## config.mk

```make
export PLATFORM = sky130hd
export DESIGN_NAME = tick_pwm_generator
export DESIGN_NICKNAME = d
export VERILOG_FILES = /design/src/rtl/tick_pwm_generator.sv
export SDC_FILE = /design/constraint.sdc
export NUM_CORES = 1
export LEC_CHECK = 0
export ABC_AREA = 1
export BUFFER_PORTS_ARGS = -buffer_cell sky130_fd_sc_hd__buf_2
export CAP_MARGIN = 10
export CORE_MARGIN = 4
export CORE_UTILIZATION = 60
export CTS_BUF_LIST = sky130_fd_sc_hd__clkbuf_16
export DETAILED_ROUTE_END_ITERATION = 6
export PLACE_DENSITY_LB_ADDON = 0.15
export SETUP_SLACK_MARGIN = 0.05
export SYNTH_ARGS = -nofsm -noshare
export SYNTH_HDL_FRONTEND = slang
export SYNTH_SLANG_ARGS = --single-unit
```

## constraint.sdc

```tcl
create_clock -name clk -period 3.5 [get_ports clk]
set_input_delay 0.7 -clock clk [delete_from_list [all_inputs] [get_ports clk]]
set_output_delay 0.7 -clock clk [all_outputs]
set_load 0.01 [all_outputs]
```

## src/rtl/tick_pwm_generator.sv

```systemverilog
// Tick-driven PWM generator with a one-entry config buffer.
// Period and duty updates are applied only at period boundaries.
module tick_pwm_generator #(
  parameter int WIDTH = 16
) (
  input  logic             clk,
  input  logic             rst_n,
  input  logic             tick,
  input  logic             enable,
  input  logic             cfg_valid,
  output logic             cfg_ready,
  input  logic [WIDTH-1:0] cfg_period,
  input  logic [WIDTH-1:0] cfg_duty,
  output logic             pwm_out,
  output logic             period_end,
  output logic             running
);

  typedef enum logic {
    IDLE,
    RUN
  } state_e;

  localparam logic [WIDTH-1:0] ONE = WIDTH'(1);

  state_e           state_q, state_d;
  logic [WIDTH-1:0] phase_q, phase_d;
  logic [WIDTH-1:0] per_q, per_d;
  logic [WIDTH-1:0] duty_q, duty_d;
  logic [WIDTH-1:0] pper_q, pper_d;
  logic [WIDTH-1:0] pduty_q, pduty_d;
  logic             pfull_q, pfull_d;
  logic             loaded_q, loaded_d;
  logic             pwm_q, pwm_d;
  logic             pend_q, pend_d;

  logic             accept;
  logic             apply;
  logic             wrap;

  assign accept = cfg_valid && !pfull_q;
  assign wrap   = (phase_q == per_q - ONE);

  always_comb begin
    state_d  = state_q;
    phase_d  = phase_q;
    per_d    = per_q;
    duty_d   = duty_q;
    pper_d   = pper_q;
    pduty_d  = pduty_q;
    pfull_d  = pfull_q;
    loaded_d = loaded_q;
    pend_d   = 1'b0;
    apply    = 1'b0;

    unique case (state_q)
      IDLE: begin
        phase_d = '0;
        if (pfull_q) begin
          apply    = 1'b1;
          loaded_d = 1'b1;
        end
        if (enable && loaded_q) begin
          state_d = RUN;
        end
      end
      RUN: begin
        if (!enable) begin
          state_d = IDLE;
          phase_d = '0;
        end else if (tick) begin
          if (wrap) begin
            phase_d = '0;
            pend_d  = 1'b1;
            apply   = pfull_q;
          end else begin
            phase_d = phase_q + ONE;
          end
        end
      end
      default: begin
        state_d = IDLE;
      end
    endcase

    if (apply) begin
      per_d   = pper_q;
      duty_d  = pduty_q;
      pfull_d = 1'b0;
    end

    // accept is gated by !pfull_q, so it never collides with apply
    if (accept) begin
      pper_d  = (cfg_period == '0) ? ONE : cfg_period;
      pduty_d = cfg_duty;
      pfull_d = 1'b1;
    end

    pwm_d = (state_d == RUN) && (phase_d < duty_d);
  end

  always_ff @(posedge clk or negedge rst_n) begin
    if (!rst_n) begin
      state_q  <= IDLE;
      phase_q  <= '0;
      per_q    <= ONE;
      duty_q   <= '0;
      pper_q   <= ONE;
      pduty_q  <= '0;
      pfull_q  <= 1'b0;
      loaded_q <= 1'b0;
      pwm_q    <= 1'b0;
      pend_q   <= 1'b0;
    end else begin
      state_q  <= state_d;
      phase_q  <= phase_d;
      per_q    <= per_d;
      duty_q   <= duty_d;
      pper_q   <= pper_d;
      pduty_q  <= pduty_d;
      pfull_q  <= pfull_d;
      loaded_q <= loaded_d;
      pwm_q    <= pwm_d;
      pend_q   <= pend_d;
    end
  end

  assign cfg_ready  = !pfull_q;
  assign pwm_out    = pwm_q;
  assign period_end = pend_q;
  assign running    = (state_q == RUN);

endmodule

```

---- Yosys cells after proc, flatten, opt, wreduce, memory -nomap -nowiden ----
Cells that the tools add are included.
operators by class
  $add $sub $neg .......................... 2
  magnitude comparators ................... 1
  eq/ne operators ......................... 1
  multiplexer cells ....................... 20
  bitwise operators ....................... 1
  reductions and logical operators ........ 7
operator list
  cell                                                                  count
  16-bit 2-to-1 mux                                                     5
  16-bit case mux with 2 select lines                                   1
  16-bit by 1-bit adder with 16-bit output, second input constant       1
  16-bit equality test                                                  1
  16-bit zero test                                                      1
  16-bit < comparator                                                   1
  16-bit by 1-bit subtractor with 16-bit output, second input constant  1
  1-bit 2-to-1 mux                                                      12
  1-bit case mux with 2 select lines                                    2
  1-bit logical AND                                                     3
  2-bit AND reduction                                                   1
  2-bit nonzero test                                                    1
  1-bit zero test                                                       1
  1-bit NOT                                                             1
word-level totals
  flip-flop bits (word level) ............. 85
  bits of input ports ..................... 37
  output and inout port bits .............. 4
  logic and storage cells ................. 42

---- Longest topological paths before layout ----
Gate-level depths: netlist (run 1).
  depth in word-level cells ............... 9
  gate-level depth with buffers ........... 26
  gate-level depth less buffers ........... 25

---- Worst setup path before layout (run 1) ----
No wires, ideal clock.
  path type ............................... flip-flop to flip-flop
  start ................................... register per_q[0]
  end ..................................... register pwm_q (netlist: pwm_out)
  setup time .............................. 0.073 ns
  data arrival time ....................... 2.832 ns
  data required time ...................... 3.427 ns
  setup slack ............................. 0.595 ns
  stages on the path, launching flop included .. 23
  buffers on the path ..................... 2
  period minus slack after synthesis ...... 2.905 ns
  path through ............................ dfstp_2 inv_1 ha_1 xnor2_1 nor2_1 nand2_1 nor2_1 nand2_1 nor2_1 nand3_2 nor2_4 nand2_2 nand2_2 buf_6 buf_6 nand2_1 o21ai_2 ha_1 a21oi_1 nor2_1 a211oi_1 nand2_1 a21oi_2
between the ends
  cells in the longest elaborated chain, start to end .. 9
  elaborated cells between the ends (all ways) .. 13
  those cells by class .................... 1 x add/sub; 1 x order compare; 1 x eq/ne; 9 x mux; 1 x reduce/logical
ends and longest elaborated chain
  what                                               line  source
  start: declaration                                 28    logic [WIDTH-1:0] per_q, per_d;
  start signal: assignment                           117   per_q <= per_d;
  16-bit by 1-bit subtractor with 16-bit output (*)  42    assign wrap = (phase_q == per_q - ONE);
  16-bit equality test (*)                           42
  1-bit 2-to-1 mux                                   72    if (wrap) begin
  1-bit 2-to-1 mux                                   71    end else if (tick) begin
  1-bit 2-to-1 mux                                   68    if (!enable) begin
  1-bit case mux with 2 select lines                 56    unique case (state_q)
  16-bit 2-to-1 mux                                  86    if (apply) begin
  16-bit < comparator (*)                            99    pwm_d = (state_d == RUN) && (phase_d < duty_d);
  1-bit logical AND (*)                              99
  named net pwm_d                                    34    logic pwm_q, pwm_d;
  end signal: assignment                             123   pwm_q <= pwm_d;
  end: declaration                                   34
Mark *: on every way through the listed nets, which the timed path passes. The rest lies on a longest branch.
A chain may end at the register's enable or synchronous reset.

---- Worst setup path after layout (run 1) ----
Ends and elaborated chain as after synthesis.

==> results of run 1 <==
[final cells by class]
cell class / count / area, sq um / share of cell area, %
Clock inverter: 7 / 71.3 / 1.37
Multi-Input combinational cell: 383 / 2020 / 38.9
Clock buffer: 9 / 225 / 4.33
Sequential cell: 85 / 2130 / 40.9
Tap cell: 99 / 124 / 2.38
Inverter: 95 / 357 / 6.85
Timing Repair Buffer: 48 / 275 / 5.29
[synth_stat cells (all sizes together)]
| master | number |
|---|---|
| o31ai | 1 |
| nand3 | 30 |
| nor4 | 5 |
| dfstp | 2 |
| xor2 | 7 |
| inv | 94 |
| o211ai | 2 |
| a211oi | 1 |
| ha | 17 |
| a21oi | 9 |
| o21bai | 1 |
| clkbuf | 7 |
| nand3b | 2 |
| nand4 | 6 |
| dfrtp | 83 |
| clkinv | 1 |
| o221ai | 1 |
| nor2 | 40 |
| o2111ai | 1 |
| buf | 6 |
| nand2 | 185 |
| mux2 | 5 |
| nor3 | 10 |
| and2 | 1 |
| xnor2 | 5 |
| or2 | 3 |
| o21ai | 51 |
[worst max-delay path by stage]
stage / endpoint / slack [ns]
floorplan: pwm_out / 0.60
global placement: pwm_out / 0.36
detailed placement: pwm_out / 0.18
CTS: pwm_out / 0.09
global route: pwm_out / 0.04
finish: pwm_out / 0.29
[timing repair]
action	CTS	global route
endpoints found under the setup margin	0	1
setup buffers	0	5
hold buffers	0	0
gates resized for setup	0	9
[power by group]
| group | switching [mW] | internal [mW] |
|---|---|---|
| registers | 0.179 | 1.27 |
| clock network | 0.395 | 0.557 |
| logic | 0.657 | 0.403 |
[per-layer routing]
layer	wire length, um	up-vias
met4	182	0
met3	376	19
met2	4640	84
met5	0	-
li1	-	1895
met1	4500	1746
[metrics by stage]
stage | worst slack (ns) | util (%) | cell area (sq um) | hold WS, ns
6_report | 0.286 | 71.4 | 5210 | 0.471
5_1_grt | 0.0446 | 71.4 | 5210 | 0.497
4_1_cts | 0.0893 | 70.5 | 5140 | 0.475
3_5_place_dp | 0.181 | 66.4 | 4840 | 0.459
3_3_place_gp | 0.362 | 66.4 | 4840 | 0.452
2_1_floorplan | 0.595 | - | 4550 | 0.404
[cells by family (layout without fill, tap and decap cells)]
logic type | after synthesis | count (layout) | synth area share, %
xor+xnor | 12 | 12 | 2.31
fa+ha+maj | 17 | 17 | 4.68
flops | 85 | 85 | 46.8
compound gates | 67 | 67 | 8.48
mux | 5 | 5 | 1.24
buf+inv | 108 | 159 | 9.47
simple gates | 282 | 282 | 27.0
[flip-flops by register name, indices dropped and copies added, names as in the netlist]
register	flops
pwm_out	1
period_end	1
phase_q	16
running	1
pfull_q	1
pper_q	16
per_q	16
pduty_q	16
duty_q	16
loaded_q	1
[worst register-to-register path, delay by kind of cell, from the launching register on]
family | cells | cell delay [ns]
AO/OA/AOI/OAI | 3 | 0.37
flip-flops | 1 | 0.54
AND/OR/NAND/NOR | 13 | 1.35
XOR/XNOR | 1 | 0.13
adder cells (fa/ha/maj) | 2 | 0.56
buffers and inverters | 2 | 0.20
==> summary.md, run 1 <==
| Metric | Value |
|---|---|
| Core area | `7290 sq um` |
| Levels on crit path | `21` |
| Fin crit period | `~3.2 ns` |
| GPL Wtd Cong | `0.898` |
| Overall Power | `3.46 mW` |
| Vias/cell | `5.16` |
| Max incr delay on CP | `0.54 ns` |
| DRC Markers | `0` |
| Max-Cap Viols | `0` |
| DR iter-0 viols | `194` |
| Slowest-stage cell, CP | `dfstp_2` |
| Global route total overflow | `0` |
| Setup crit end kind | `register` |
| Antenna Nets Post-Route | `0` |
| Die width | `95.0 um` |
| Met3 usage | `5.05%` |
| Synth area leaders | `dfrtp_1 (46%), nand2_1 (15%), inv_1 (7.0%), ha_1 (4.7%), o21ai_0 (4.3%)` |
| VDD IR max | `0.000448 V` |
| YS warnings | `0` |
| FF-to-FF setup slack | `~0.29 ns` |
| Dpl cells | `705` |
| Die Y | `95.0 um` |
| Synth-to-Final Area Change | `14.5%` |
| Power Density | `roughly 660 nW/um^2` |
| Num ports | `41` |
| Min-Delay Endpoint | `pper_q[9]` |
| Hold WC Path Type | `reg -> reg` |
| Initial Util | `62.3%` |
| CP startpoint kind | `register` |
| TritonCTS clock tree | `built` |
| Tot GR Track Use | `23.5%` |
| Max Slew Vio Count | `0` |
| Drt first pass iters | `5` |
| # setup viols final | `0` |
| Buffers on Ports | `40` |
| Yosys reg bits | `85` |
| First-pass GRT wire length | `16500 um` |
| Pleak | `2.72 nW` |
| Cell mode on critical path | `nand2_1` |
| Arrival time at the worst endpoint | `3.48 ns` |
| DP HPWL | `6840 um` |
| Mapped Cells | `576` |
| Non-filler instance count after layout | `approximately 730` |
| Via count | `3744` |
| Top cell type's share of synthesized area | `45.7%` |
| Crit-path max FO | `13` |
| Total routed wirelength | `9700 um` |
| Worst R2R Start | `per_q[0]` |
| Vias in the first global route | `3600` |
| Largest net degree at the start of global routing | `86` |
| RSZ-0062 raised after global routing | `false` |
| Synth cell types | `38` |
| Final period utilization | `91.8%` |
| Setup Crit Path Kind | `reg -> reg` |
| Clk root buf | `clkbuf_16` |
| Num Clock Sinks | `between 80 and 90` |
| Max_slew headroom | `31.1%` |
| Worst Path Buf+Inv | `2` |
| Initial antenna violation count | `0` |
| Post-synthesis net count | `630` |
| Clock Latency Late Sink | `0.33 ns` |
| Maximum clock rate | `0.311 GHz` |
| Grt peak-use layer | `met2` |
| H-tree depth | `3` |
| Clk buf depth | `2` |
| Hold depth | `2` |
| Delay-heaviest family, CP | `simple AND/OR/NAND/NOR gates` |
| Crit path cell chain | `inv_1, ha_2, xnor2_1, nor2_1, nand2_1, nor2_1, nand2_1, nor2_1, nand3_2, nor2_4, nand2_2, nand2_8, buf_4, nand2_1, o21ai_2, ha_1, nand2_1, nor2_1, a211oi_1, nand2_1, a21oi_2` |
| Synth Cell Area | `4550 sq um` |
| WL per Instance | `13.4 um` |
| Final #Nets | `676` |
| Critical Path RT | `3.76 ns` |
| Filler cell count | `615` |
| Setup TNS | `0 ns` |
| Most frequent cells in the layout | `nand2_1 (180), inv_1 (85), dfrtp_1 (83)` |
| Fin. Hold Viols | `0` |
| Ratio of cells with drive above 1 in the final layout | `18.2%` |
| Worst Setup SP | `per_q[0]` |
| Worst r2r path cells | `21` |
| Yosys top cell by area | `dfrtp_1` |
| Full die area | `around 9000 sq um` |
| GR Util met2 | `37.4%` |
| Final setup skew | `0.00698 ns` |
| Sequential share of the synthesized area | `46.8%` |
| Placement row count | `31` |
| Most common cell after layout, fill and taps aside | `nand2_1` |
| CTS Buf Count | `9` |
| Syn Area/Cell | `just under 8 sq um` |
| Grt met1 use | `32.1%` |
| Worst-path clk slew | `approximately 0.070 ns` |
| Worst reg2reg path endpoint | `pwm_out` |
| Worst slew pin tran | `between 1 and 1.5 ns` |
| Outcome | `finished clean` |
| Antenna diode count | `0` |
| Hold_sp | `pper_q[9]` |
Power figures use the tool's default switching activity.
==> run 2: changes to the inputs <==
ABC_AREA = not set   (was 1)
CORE_UTILIZATION = 59   (was 60)
==> run 2 against run 1 <==
Effect of this change:
- first-iteration DRC count shrank 50%
- die area shrank 4.6%
- the flow now finishes with violations (setup timing)
- via count shrank 21%
- largest power group unchanged
- clock skew grew 0.00091 ns
- wire length shrank 12%
- highest routed layer unchanged
- combinational power shrank 8%
- hold slack gained 0.0090 ns
- critical path type unchanged
- utilization grew 4.5 points
- cell count shrank 24%
- non-clock buffer count grew 40
==> summary.md, run 2 <==
| Metric | Value |
|---|---|
| Synth cell count leaders | `dfrtp_1 (83), nor2_1 (34), mux2_2 (32)` |
| Antenna diode count | `0 (unchanged)` |
| Max_slew headroom | `30.9% (-0.20 points)` |
| Power Density | `605 nW/um^2 (-8.9%)` |
| Syn Area/Cell | `11.7 sq um (+48%)` |
| Main synth FF type | `dfrtp_1` |
| Clock Latency Late Sink | `0.33 ns (about the same)` |
| Yosys reg bits | `85 (unchanged)` |
| Die width | `92.9 um (-2.3%)` |
| Pleak | `2.56 nW (-5.7%)` |
| Total routed wirelength | `8580 um (-12%)` |
| Via count | `2954 (-21%)` |
| Max Slew Vio Count | `0 (unchanged)` |
| H-tree depth | `3 (unchanged)` |
| Clock network fraction of design power | `26.1% (-1.4 points)` |
| Tot GR Track Use | `22.5% (-1.0 points)` |
| Filler cell count | `525 (-15%)` |
| Drt first pass iters | `4 (-1)` |
| Worst r2r path cells | `16 (-24%)` |
| Mapped Cells | `363 (-37%)` |
| Setup ws final | `-0.616 ns (-0.902 ns)` |
| TritonCTS clock tree | `built` |
| Vias in the first global route | `3216 (-11%)` |
| CTS Buf Count | `9 (unchanged)` |
| Hold WC Path Type | `reg -> reg` |
| DRC Markers | `0 (unchanged)` |
| Cts hold-fix bufs | `0 (unchanged)` |
| Setup TNS | `-0.616 ns (-0.616 ns)` |
| VDD IR max | `0.000430 V (-4.1%)` |
| Sequential share of the synthesized area | `50.1% (+3.3 points)` |
| Synth area leaders | `dfrtp_1 (49%), mux2_2 (8.5%), ha_1 (5.0%), mux2_1 (4.2%), mux2i_1 (4.0%)` |
| Cell with the most instances after synthesis | `dfrtp_1` |
| Internal power | `2.21 mW (-0.65%)` |
| Post-synthesis net count | `417 (-34%)` |
| # Post-CTS Setup Buffers | `0 (unchanged)` |
| Hold depth | `1 (-1)` |
| Core area | `6910 sq um (-5.3%)` |
| Final setup skew | `0.00788 ns (+0.000906 ns)` |
| Initial antenna violation count | `0 (unchanged)` |
| Fin crit period | `4.12 ns (+0.902 ns)` |
| RSZ-0062 raised after global routing | `true` |
| Post-synth EDFFs | `0 (unchanged)` |
| Setup Crit Path Kind | `reg -> reg` |
| # setup viols final | `1 (+1)` |
| Largest net degree at the start of global routing | `86 (unchanged)` |
| GPL Wtd Cong | `0.890 (-0.91%)` |
| Ratio of cells with drive above 1 in the final layout | `33.3% (+15 points)` |
| Most frequent cells in the layout | `dfrtp_1 (83), buf_4 (46), buf_2 (39)` |
| Switch share | `30.2% (-5.4 points)` |
| Final period utilization | `118% (+26 points)` |
| DR iter-0 viols | `97 (-50%)` |
| Clk buf depth | `2 (unchanged)` |
| Clk root buf | `clkbuf_16` |
| Setup crit end kind | `register` |
| Placement row count | `30 (-3.2%)` |
| Num Clock Sinks | `85 (unchanged)` |
| Antenna Nets Post-Route | `0 (unchanged)` |
| Vias/cell | `5.35 (+3.8%)` |
| Power share of the combinational group | `30.8% (about the same)` |
| Switching pwr | `958 uW (-22%)` |
| Final #Nets | `506 (-25%)` |
| WL per Instance | `15.5 um (+16%)` |
| Synth-to-Final Area Change | `23.4%` |
| DP HPWL | `6290 um (-8.0%)` |
| Max incr delay on CP | `0.59 ns (+0.05 ns)` |
| Initial Util | `61.5% (-0.83 points)` |
| Cell mode on critical path | `a21o_1` |
| Slowest-stage cell, CP | `or4b_4` |
| Arrival time at the worst endpoint | `4.38 ns (+0.90 ns)` |
| Num ports | `41 (unchanged)` |
| Global route total overflow | `0 (unchanged)` |
| Outcome | `finished with violations` |
| Max-Cap Viols | `0 (unchanged)` |
| Top cell type's share of synthesized area | `48.9% (+3.2 points)` |
| Buffers on Ports | `40 (unchanged)` |
| Maximum clock rate | `0.243 GHz (-22%)` |
| Synth cell types | `51 (+34%)` |
| Synth Cell Area | `4250 sq um (-6.6%)` |
| Overall Power | `3.17 mW (-8.3%)` |
| Crit-path max FO | `7 (-6)` |
| CP startpoint kind | `register` |
| Most common cell after layout, fill and taps aside | `dfrtp_1` |
| Crit path cell chain | `or4_4, or4b_4, nor3_4, xnor2_2, nand4_1, o31a_4, mux2_2, inv_2, ha_1, a21o_1, a21o_1, a21oi_2, nor2_1, a2111oi_4, o211a_1, a22o_1` |
| First-pass GRT wire length | `15200 um (-7.7%)` |
| Critical Path RT | `3.77 ns (about the same)` |
| Failing checks | `setup timing` |
| Full die area | `8620 sq um (-4.6%)` |
| Worst-path clk slew | `0.06 ns (about the same)` |
| Post-synth ARST share | `100% (unchanged)` |
| Fin. Hold Viols | `0 (unchanged)` |
| Flop pwr share | `43.1% (+1.3 points)` |
| YS warnings | `0 (unchanged)` |
| Die Y | `92.9 um (-2.3%)` |
| Worst slew pin tran | `1.04 ns (+0.00306 ns)` |
| Yosys top cell by area | `dfrtp_1` |
==> run 2: cell types whose count changed in the layout (fill, tap and decap cells not counted), sizes merged, moves of 7 or more <==
| cell | change |
|---|---|
| xor2 | +12 |
| a21o | +7 |
| xnor2 | +8 |
| nand2 | -169 |
| o21ai | -45 |
| inv | -76 |
| mux2i | +17 |
| nand3 | -24 |
| buf | +40 |
| mux2 | +44 |
==> run 2: area by class of cell <==
cell class	instances	area (sq um)	share of cell area, %
sequential	85	2130	40.6
multi-input combinational	249	2070	39.5
timing repair buffer	88	592	11.3
clock buffer	9	225	4.30
tap	96	120	2.29
inverter	19	71.3	1.36
clock inverter	6	33.8	0.645
==> run 2: critical path, delay by kind of cell, from the launching register on <==
family / cells / cell delay, ns
AOI/OAI and AO/OA: 7 / 1.39
xor gates and xnor gates: 1 / 0.14
adders and majority gates: 1 / 0.23
buffers and inverters: 1 / 0.05
DFF: 1 / 0.38
muxes: 1 / 0.31
and+or+nand+nor: 5 / 1.55
==> run 2: metal layers <==
metal  global-route usage, %  part of all wire [%]  vias up
li1                        -                     -     1454
met4                    6.11                  0.99        0
met1                    30.9                    46     1449
met3                    4.87                   3.9        8
met2                    36.1                    49       43
met5                       0                     0        -
==> run 2: path summary, 6_finish.rpt <==
path / end / slack (ns) / startpoint
max: pwm_out / -0.62 / per_q[6]
min: loaded_q / 0.48 / loaded_q
max reg2reg: pwm_out / -0.62 / per_q[6]
min reg2reg: loaded_q / 0.48 / loaded_q
max in group asynchronous: phase_q[6] / 2.27 / rst_n
min in group asynchronous: pper_q[1] / 0.53 / rst_n
==> run 2: metrics by stage <==
stage / hold slack, ns / util, % / worst slack [ns] / instances / instance area, sq um
4_1_cts: 0.484 / 75.4 / -0.643 / 552 / 5210
2_1_floorplan: 0.404 / - / -0.542 / 363 / 4280
5_1_grt: 0.503 / 75.9 / -0.851 / 552 / 5240
3_5_place_dp: 0.463 / 71.1 / -0.783 / 537 / 4910
6_report: 0.480 / 75.9 / -0.616 / 552 / 5240
3_3_place_gp: 0.454 / 71.1 / -0.743 / 537 / 4910
==> run 2: cells by family after synthesis <==
group / synth area share, %
multiplexers: 17.1
adder cells (fa/ha/maj): 5.01
flip-flops: 50.1
AO/OA/AOI/OAI: 5.63
XOR/XNOR: 6.60
buffers and inverters: 3.27
AND/OR/NAND/NOR: 12.3
==> run 2: power groups by stage <==
stage | combinational [mW] | clock [mW] | sequential, mW
global route | 1.09 | 0.886 | 1.40
detailed placement | 0.942 | 0 | 1.38
global placement | 0.901 | 0 | 1.37
finish | 0.977 | 0.826 | 1.37
CTS | 0.969 | 0.844 | 1.37
floorplan | 0.559 | 0 | 1.37
==> run 2: timing repair <==
action                                  CTS  global route
resized for setup                         6             6
endpoints found under the setup margin    1             1
pin swaps                                 1             0
==> run 3: changes to the inputs <==
CORE_ASPECT_RATIO = 0.5   (was not set)
==> run 3 against run 2 <==
Effect of this change:
- the flow still finishes with violations (setup timing)
- critical path type unchanged
- global-route usage increased by 1.3 points
- utilization increased by 1.8 points
- combinational power increased by 7%
- setup slack got worse by 0.21 ns
- hold slack improved by 0.0096 ns
- total power increased by 6.2%
==> summary.md, run 3 (synthesis gave the netlist of run 2 again) <==
| Metric | Value |
|---|---|
| Hold WC Path Type | `reg -> reg` |
| Finished Cell Area | `5310 sq um (+1.3%)` |
| Placement row count | `21 (-30%)` |
| Antenna diode count | `0 (unchanged)` |
| Power Density | `634 nW/um^2 (+4.9%)` |
| Max Slew Vio Count | `0 (unchanged)` |
| Initial antenna violation count | `0 (unchanged)` |
| Drt first pass iters | `4 (unchanged)` |
| Outcome | `finished with violations` |
| Via count | `3065 (+3.8%)` |
| Hold_sp | `pper_q[1]` |
| Overall Power | `3.37 mW (+6.2%)` |
| Clk root buf | `clkbuf_16` |
| Num ports | `41 (unchanged)` |
| Tot GR Track Use | `23.8% (+1.3 points)` |
| Antenna Nets Post-Route | `0 (unchanged)` |
| RSZ-0062 raised after global routing | `true` |
| WL per Instance | `17.3 um (+11%)` |
| Vias in the first global route | `3277 (+1.9%)` |
| CTS Buf Count | `9 (unchanged)` |
| Worst-path clk slew | `0.06 ns (about the same)` |
| Worst R2R Start | `per_q[6]` |
| Final #Nets | `511 (+0.99%)` |
| Most frequent cells in the layout | `dfrtp_1 (83), buf_4 (52), buf_2 (39)` |
| Buffers on Ports | `40 (unchanged)` |
| WHS | `0.490 ns (+0.00961 ns)` |
| Core area | `6830 sq um (-1.1%)` |
| Setup crit end kind | `register` |
| Arrival time at the worst endpoint | `4.60 ns (+0.22 ns)` |
| Max_slew headroom | `30.6% (-0.35 points)` |
| Non-filler instance count after layout | `554 (+0.36%)` |
| Crit-path max FO | `6 (-1)` |
| First-pass GRT wire length | `15800 um (+3.7%)` |
| Maximum clock rate | `0.231 GHz (-4.8%)` |
| Largest net degree at the start of global routing | `86 (unchanged)` |
| Setup ws final | `-0.824 ns (-0.208 ns)` |
| Pleak | `2.56 nW (-0.32%)` |
| CP startpoint kind | `register` |
| Switch share | `30.6% (+0.37 points)` |
| GPL Wtd Cong | `0.920 (+3.4%)` |
| Full die area | `8700 sq um (+0.96%)` |
| DP HPWL | `6790 um (+7.9%)` |
| Worst slew pin tran | `1.04 ns (+0.00526 ns)` |
| Worst reg2reg path endpoint | `pwm_out` |
| Clock Latency Late Sink | `0.34 ns (about the same)` |
| Final setup skew | `0.00444 ns (-0.00345 ns)` |
| # setup viols final | `1 (unchanged)` |
| Fin. Hold Viols | `0 (unchanged)` |
| H-tree depth | `3 (unchanged)` |
| Multi-input gate area | `2090 sq um (+1.1%)` |
| Worst r2r path cells | `16 (unchanged)` |
| Setup Crit Path Kind | `reg -> reg` |
| Hold depth | `1 (unchanged)` |
| Vias/cell | `5.53 (+3.4%)` |
| Placed cell area | `4890 sq um (-0.46%)` |
| Ratio of cells with drive above 1 in the final layout | `35.1% (+1.7 points)` |
| TritonCTS clock tree | `built` |
| Internal power | `2.34 mW (+5.7%)` |
| Num Clock Sinks | `85 (unchanged)` |
| Most common cell after layout, fill and taps aside | `dfrtp_1` |
| Final period utilization | `124% (+6.0 points)` |
| Setup TNS | `-0.824 ns (-0.208 ns)` |
| Filler cell count | `429 (-18%)` |
| Flop pwr share | `41.2% (-1.9 points)` |
| DRC Markers | `0 (unchanged)` |
| VDD IR max | `0.000367 V (-15%)` |
| Fin crit period | `4.32 ns (+0.208 ns)` |
| Critical Path RT | `3.78 ns (about the same)` |
| Clk buf depth | `2 (unchanged)` |
| Die Y | `68 um (-27%)` |
| Power share of the combinational group | `31.3% (+0.5 points)` |
| Max-Cap Viols | `0 (unchanged)` |
| Global route total overflow | `0 (unchanged)` |
| Register Area | `2130 sq um (unchanged)` |
| Die width | `128 um (+38%)` |
| Clock network fraction of design power | `27.4% (+1.3 points)` |
| Switching pwr | `1.03 mW (+7.5%)` |
| Dpl cells | `534 (-0.56%)` |
| Synth-to-Final Area Change | `24.9%` |
| Initial Util | `62.2% (+0.68 points)` |
| Min-Delay Endpoint | `per_q[1]` |
| Total routed wirelength | `9560 um (+12%)` |
| FF-to-FF setup slack | `-0.82 ns (-0.21 ns)` |
| DR iter-0 viols | `171 (+76%)` |
| Failing checks | `setup timing` |
-- run 3: how the worst max path moves through the flow --
stage / from / end / slack (ns) / depth (start not counted)
after floorplan: per_q[4] / pwm_out / -0.54 / 17
after global placement: per_q[1] / pwm_out / -0.58 / 17
after detailed placement: per_q[0] / pwm_out / -0.68 / 18
after CTS: per_q[6] / pwm_out / -0.75 / 16
after global routing: per_q[0] / pwm_out / -0.98 / 18
final: per_q[6] / pwm_out / -0.82 / 16
-- run 3: layout make-up --
type / instances / share of cell area [%]
repair buffers: 93 / 11.5
well taps: 92 / 2.17
inverters: 19 / 1.34
flip-flops and latches: 85 / 40.1
clock inverters: 7 / 1.25
multi-input cells: 249 / 39.4
clock buffers: 9 / 4.24
-- run 3: metal layers --
metal / vias up / GRT usage [%] / routed length [um]
met2: 65 / 39.5 / 4410
li1: 1463 / - / -
met3: 17 / 6.39 / 479
met4: 0 / 6.61 / 145
met5: - / 0 / 0
met1: 1520 / 31.4 / 4530
-- run 3: per-stage QoR --
step | util, % | setup slack (ns)
floorplan | - | -0.542
global placement | 71.6 | -0.581
detailed placement | 71.6 | -0.684
CTS | 76.0 | -0.745
global route | 77.7 | -0.985
finish | 77.7 | -0.824
-- run 3: worst max-delay path: stages (launching register included) --
cell       delay [ns]
dfrtp_1          0.38
or4_4            0.55
or4b_4           0.57
nor3_2           0.16
xnor2_1          0.18
nand4_1          0.17
o31a_1           0.39
buf_4            0.20
mux2i_4          0.21
ha_4             0.24
a21o_1           0.17
a21o_1           0.15
a21oi_1          0.14
nor2_1           0.08
a2111oi_2        0.35
o211a_1          0.21
a22o_1           0.12
-- run 3: power by group through the flow --
stage | Clock (mW) | Combinational [mW] | Sequential, mW
after floorplan | 0 | 0.559 | 1.37
after global placement | 0 | 0.907 | 1.37
after detailed placement | 0 | 0.964 | 1.39
after CTS | 0.933 | 0.983 | 1.38
after global routing | 0.981 | 1.18 | 1.41
final | 0.924 | 1.05 | 1.39
-- run 3: what timing repair did --
action                                  CTS  global route
gates resized for setup                   2            15
pin swaps                                 0            13
hold buffers                              0             0
endpoints found under the setup margin    1             1
gates cloned                              0             0
setup buffers                             0             4
